===== config.mk =====
export PLATFORM = sky130hd
export DESIGN_NAME = md5_msg_loader
export DESIGN_NICKNAME = d
export VERILOG_FILES = /design/src/rtl/md5_pkg.sv /design/src/rtl/key_debounce.sv /design/src/rtl/md5_msg_loader.sv
export SDC_FILE = /design/constraint.sdc
export NUM_CORES = 1
export LEC_CHECK = 0
export CORE_MARGIN = 2
export CORE_UTILIZATION = 51
export DETAILED_ROUTE_END_ITERATION = 7
export PLACE_DENSITY = 0.92
export SLEW_MARGIN = 20
export SYNTH_ARGS = -nofsm -noshare
export SYNTH_HDL_FRONTEND = slang
export SYNTH_SLANG_ARGS = --single-unit

===== constraint.sdc =====
create_clock -name clk -period 3.9 [get_ports clk]
set_input_delay 0.39 -clock clk [delete_from_list [all_inputs] [get_ports clk]]
set_output_delay 0.39 -clock clk [all_outputs]
set_load 0.05 [all_outputs]

===== src/rtl/md5_pkg.sv =====
// Shared definitions for the MD5 board demo: message geometry and loader state encoding.
package md5_pkg;

    localparam int MSG_BYTES    = 16;
    localparam int MD5_DIGEST_W = 128;

    typedef enum logic [1:0] {
        COLLECT = 2'd0,
        READY   = 2'd1,
        ISSUE   = 2'd2,
        DONE    = 2'd3
    } loader_state_t;

endpackage


===== src/rtl/key_debounce.sv =====
// Push-button conditioner: 2-flop synchronizer, stability counter and a one-cycle
// pulse on each accepted press (debounced 1->0 transition of an active-low key).
module key_debounce #(
    parameter int DEBOUNCE_CYCLES = 500000
) (
    input  logic clk,
    input  logic rst,
    input  logic key_in,
    output logic press
);

    localparam int CW = (DEBOUNCE_CYCLES > 1) ? $clog2(DEBOUNCE_CYCLES) : 1;
    localparam logic [CW-1:0] LAST = CW'(DEBOUNCE_CYCLES - 1);

    logic          sync_a;
    logic          sync_b;
    logic          stable;
    logic [CW-1:0] cnt;

    // The level flips on the DEBOUNCE_CYCLES-th consecutive disagreeing cycle;
    // only a flip away from the released level (stable was 1) is a press.
    always_ff @(posedge clk) begin
        if (!rst) begin
            sync_a <= 1'b1;
            sync_b <= 1'b1;
            stable <= 1'b1;
            cnt    <= '0;
            press  <= 1'b0;
        end else begin
            sync_a <= key_in;
            sync_b <= sync_a;
            press  <= 1'b0;
            if (sync_b == stable) begin
                cnt <= '0;
            end else if (cnt == LAST) begin
                cnt    <= '0;
                stable <= sync_b;
                press  <= stable;
            end else begin
                cnt <= cnt + 1'b1;
            end
        end
    end

endmodule


===== src/rtl/md5_msg_loader.sv =====
// Collects a message one switch byte per key press, presents it to md5_output
// and fires a one-cycle launch strobe on the press after the message is complete.
module md5_msg_loader
    import md5_pkg::*;
#(
    parameter int MSG_BYTES       = md5_pkg::MSG_BYTES,
    parameter int DEBOUNCE_CYCLES = 500000
) (
    input  logic                             clk,
    input  logic                             rst,
    input  logic [7:0]                       sw_in,
    input  logic                             key_in,
    input  logic                             clear_in,
    output logic [8*MSG_BYTES-1:0]           data,
    output logic                             start,
    output logic                             action,
    output logic [$clog2(MSG_BYTES+1)-1:0]   byte_cnt,
    output logic                             full
);

    localparam int CNT_W = $clog2(MSG_BYTES + 1);
    localparam logic [CNT_W-1:0] LAST_SLOT = CNT_W'(MSG_BYTES - 1);

    logic          press;
    loader_state_t state;

    key_debounce #(
        .DEBOUNCE_CYCLES(DEBOUNCE_CYCLES)
    ) u_key (
        .clk   (clk),
        .rst   (rst),
        .key_in(key_in),
        .press (press)
    );

    // clear_in shares the reset path but leaves the debouncer alone, so a key
    // still held across a clear is not seen as a fresh press.
    always_ff @(posedge clk) begin
        if (!rst || clear_in) begin
            state    <= COLLECT;
            data     <= '0;
            byte_cnt <= '0;
            start    <= 1'b0;
            full     <= 1'b0;
            action   <= 1'b0;
        end else begin
            action <= 1'b0;
            case (state)
                COLLECT: begin
                    if (press) begin
                        for (int i = 0; i < MSG_BYTES; i++) begin
                            if (byte_cnt == CNT_W'(i)) begin
                                data[8*(MSG_BYTES-1-i) +: 8] <= sw_in;
                            end
                        end
                        byte_cnt <= byte_cnt + 1'b1;
                        if (byte_cnt == LAST_SLOT) begin
                            state <= READY;
                            start <= 1'b1;
                            full  <= 1'b1;
                        end
                    end
                end
                READY: begin
                    if (press) begin
                        state <= ISSUE;
                    end
                end
                // Strobe is raised on the edge leaving ISSUE, so a reset during
                // ISSUE suppresses it entirely.
                ISSUE: begin
                    action <= 1'b1;
                    state  <= DONE;
                end
                DONE: begin
                    if (press) begin
                        state    <= COLLECT;
                        data     <= '0;
                        byte_cnt <= '0;
                        start    <= 1'b0;
                        full     <= 1'b0;
                    end
                end
                default: begin
                    state <= COLLECT;
                end
            endcase
        end
    end

endmodule

==> metrics <==
status=finished, final reports clean; GPL Wtd Cong=between 0.8 and 0.9; leak pwr=2.75 nW; Pwr Total=between 3 and 4 mW; pwr dens=about 400 nW/um^2; CTS Buffer Depth=2; sequential fraction of the synthesis area=around half; initial core utilization=~53%; WL/cell=between 15 and 20 um; max-cap check violation count=0; area post-placement=around 7900 um^2; GR Util All Layers=25.6%; unrepaired setup endpoints after global routing=no; Worst Setup Path Type=reg -> reg; CTS root buffer=clkbuf_16; DP HPWL=11.8 mm; post-synth top area cell=dfxtp_1; pin count of the biggest net entering global routing=roughly 70; CTS clk-pin slew, worst paths=~60 ps; min Tclk post-route=2790 ps; IO Port Bufs=around 150; die area=roughly 13000 um^2; share of the synthesized area in the top cell type=roughly 50%; vias in the first global route=approximately 5.2k; Post-synth top flop=dfxtp_1; CP startpoint kind=register; worst relative slew slack=about 22%; Die Y=around 120 um; final WL=roughly 17 mm; post-CTS setup repair buffer count=0; synthesis-to-finish area growth=34.3%; Final ANT Viol Nets=0; hold depth=1; first-pass GRT wire length=26.4 mm; layout cells sized above 1=7.37%; Crit Path Max Fanout=17; syn_nets=about 660; Synth Register Bits=between 150 and 200; Antenna Cells=0; switch share=a little over a fifth; count of final hold-check violations=0; syn_area_per_cell=around 10 um^2; sequential share of power=between 40% and 50%; Layout Skew=about 7.6 ps; VDD IR max=between 0.3 and 0.4 mV; vias post-DR=between 5k and 6k; Psw=between 700 and 800 uW; global route overflow=0; Mapped Cells=639; fin nets=between 700 and 800; combinational share of power=2.0%; H-tree levels=4; Post-CTS Hold Fix Bufs=0; YS warnings=0; internal power=between 2 and 3 mW; Reg2Reg Depth=6; Initial DRC Count=about 320; CTS Sinks=160; FFs w/ async S/R, synth=0%; Post-synth EDFFs=0; fin crit share=between 70% and 80%; top cells by area, synth=dfxtp_1, mux2i_1, nand2_1, nor2_1, ha_1; Hold EP=u_key.sync_b; row cnt=40; CTS tree=yes; final setup fails=0; Hold Path Origin=u_key.sync_a; final-report max-slew violation count=0; clock buffer count from CTS=17; DRT Pass-1 Iters=5; Hold WC Path Type=reg -> reg; top-level I/O count=around 150; worst flop-to-flop path endpoint=data[0]; # resized after CTS=0; Synth cell types=between 40 and 50; Total Neg Setup Slack=0 ps; clock share of power=50.2%; via/cell ratio=between 5 and 6; Worst Path Required=around 4200 ps; Slew @ Worst Pin=between 1000 and 1500 ps; R2R setup slack=roughly 1100 ps; core area=12100 um^2; post-route cell area=between 8000 and 9000 um^2; initial antenna violation count=0; worst endpoint data arrival time=approximately 3100 ps; r2r startpoint=state[1]; die width=around 120 um; CP Capture Type=register; Max Clk Rate=between 300 and 400 MHz; clock latency on the worst-skew pair=430 ps; DRC Markers=0; Post-Syn Area=~6400 um^2
-- cell usage after synthesis (all sizes together), types with 5 or more instances --
master    n
nor2     37
mux2i   132
nand3     5
nand4     7
clkbuf   23
dfxtp   160
buf      12
nor2b    10
ha       10
a21oi    21
inv      10
nand2   152
nor4      6
xnor2    10
-- kinds of logic (layout without fill, tap and decap cells) --
kind of cell | count (synthesis) | after routing | share of synthesized area, %
mux | 132 | 132 | 20.8
fa+ha+maj | 10 | 10 | 1.97
compound gates | 39 | 39 | 5.36
flops | 160 | 160 | 50.3
simple gates | 239 | 239 | 16.7
buf+inv | 45 | 193 | 2.97
xor+xnor | 14 | 14 | 1.93
-- how the worst max path moves through the flow --
stage,startpoint,cells past startpoint,to
2_1_floorplan,byte_cnt[1],8,data[0]
3_3_place_gp,rst,5,data[104]
3_5_place_dp,state[1],6,data[5]
4_1_cts,state[1],6,data[0]
5_1_grt,state[1],6,data[5]
6_report,state[1],6,data[0]
-- worst max-delay path, cell delays in order (launching register included) --
cell	delay [ps]
dfxtp_1	390
ha_1	570
o21ai_2	120
buf_4	250
a21oi_1	920
mux2i_1	340
nor2_1	70
-- per-layer routing --
| metal | up-vias | GRT usage [%] | wire length (um) |
|---|---|---|---|
| li1 | 2417 | - | - |
| met1 | 2459 | 29.6 | 6960 |
| met2 | 174 | 45.2 | 8570 |
| met3 | 31 | 6.54 | 1070 |
| met4 | 0 | 10.4 | 334 |
| met5 | - | 0 | 0 |
-- power groups by stage --
stage                     Sequential (mW)  Combinational, mW  Clock [mW]
after detailed placement             1.67             0.0659           0
after global placement               1.67             0.0645           0
after floorplan                      1.67             0.0403           0
after CTS                            1.64             0.0665        1.73
final                                1.64             0.0667        1.72
after global routing                 1.64             0.0711        1.80
-- sequential cells by signal (all words and copies together), names as in the netlist --
register,flops
u_key.press,1
state,2
u_key.sync_b,1
byte_cnt,5
u_key.cnt,19
action,1
u_key.sync_a,1
full,1
data,128
u_key.stable,1
-- cell type report --
class | instances | area, um^2
timing repair buffer | 151 | 1500
multi-input combinational | 434 | 2980
sequential | 160 | 3200
fill | 866 | 3560
inverter | 10 | 37.5
tap | 168 | 210
clock buffer | 19 | 453
clock inverter | 13 | 161
-- stage by stage --
| step | instances | util (%) | worst slack, ps | hold WS (ps) |
|---|---|---|---|---|
| finish | 955 | 70.6 | 1110 | 428 |
| global route | 955 | 70.6 | 954 | 451 |
| CTS | 955 | 70.6 | 1110 | 438 |
| detailed placement | 923 | 65.5 | 1140 | 420 |
| global placement | 923 | 65.5 | 1310 | 400 |
| floorplan | 639 | - | 1800 | 386 |
-- placed cells by master, fill, tap and decap left out, types with 9 or more instances in the layout --
cell             count
mux2i_1            132
nor2b_1              9
xnor2_1             10
clkbuf_16           17
inv_1               10
nor2_1              37
clkdlybuf4s50_1    147
a21oi_2              9
ha_1                10
nand2_1            152
dfxtp_1            160
(Power assumes the default switching activity.)
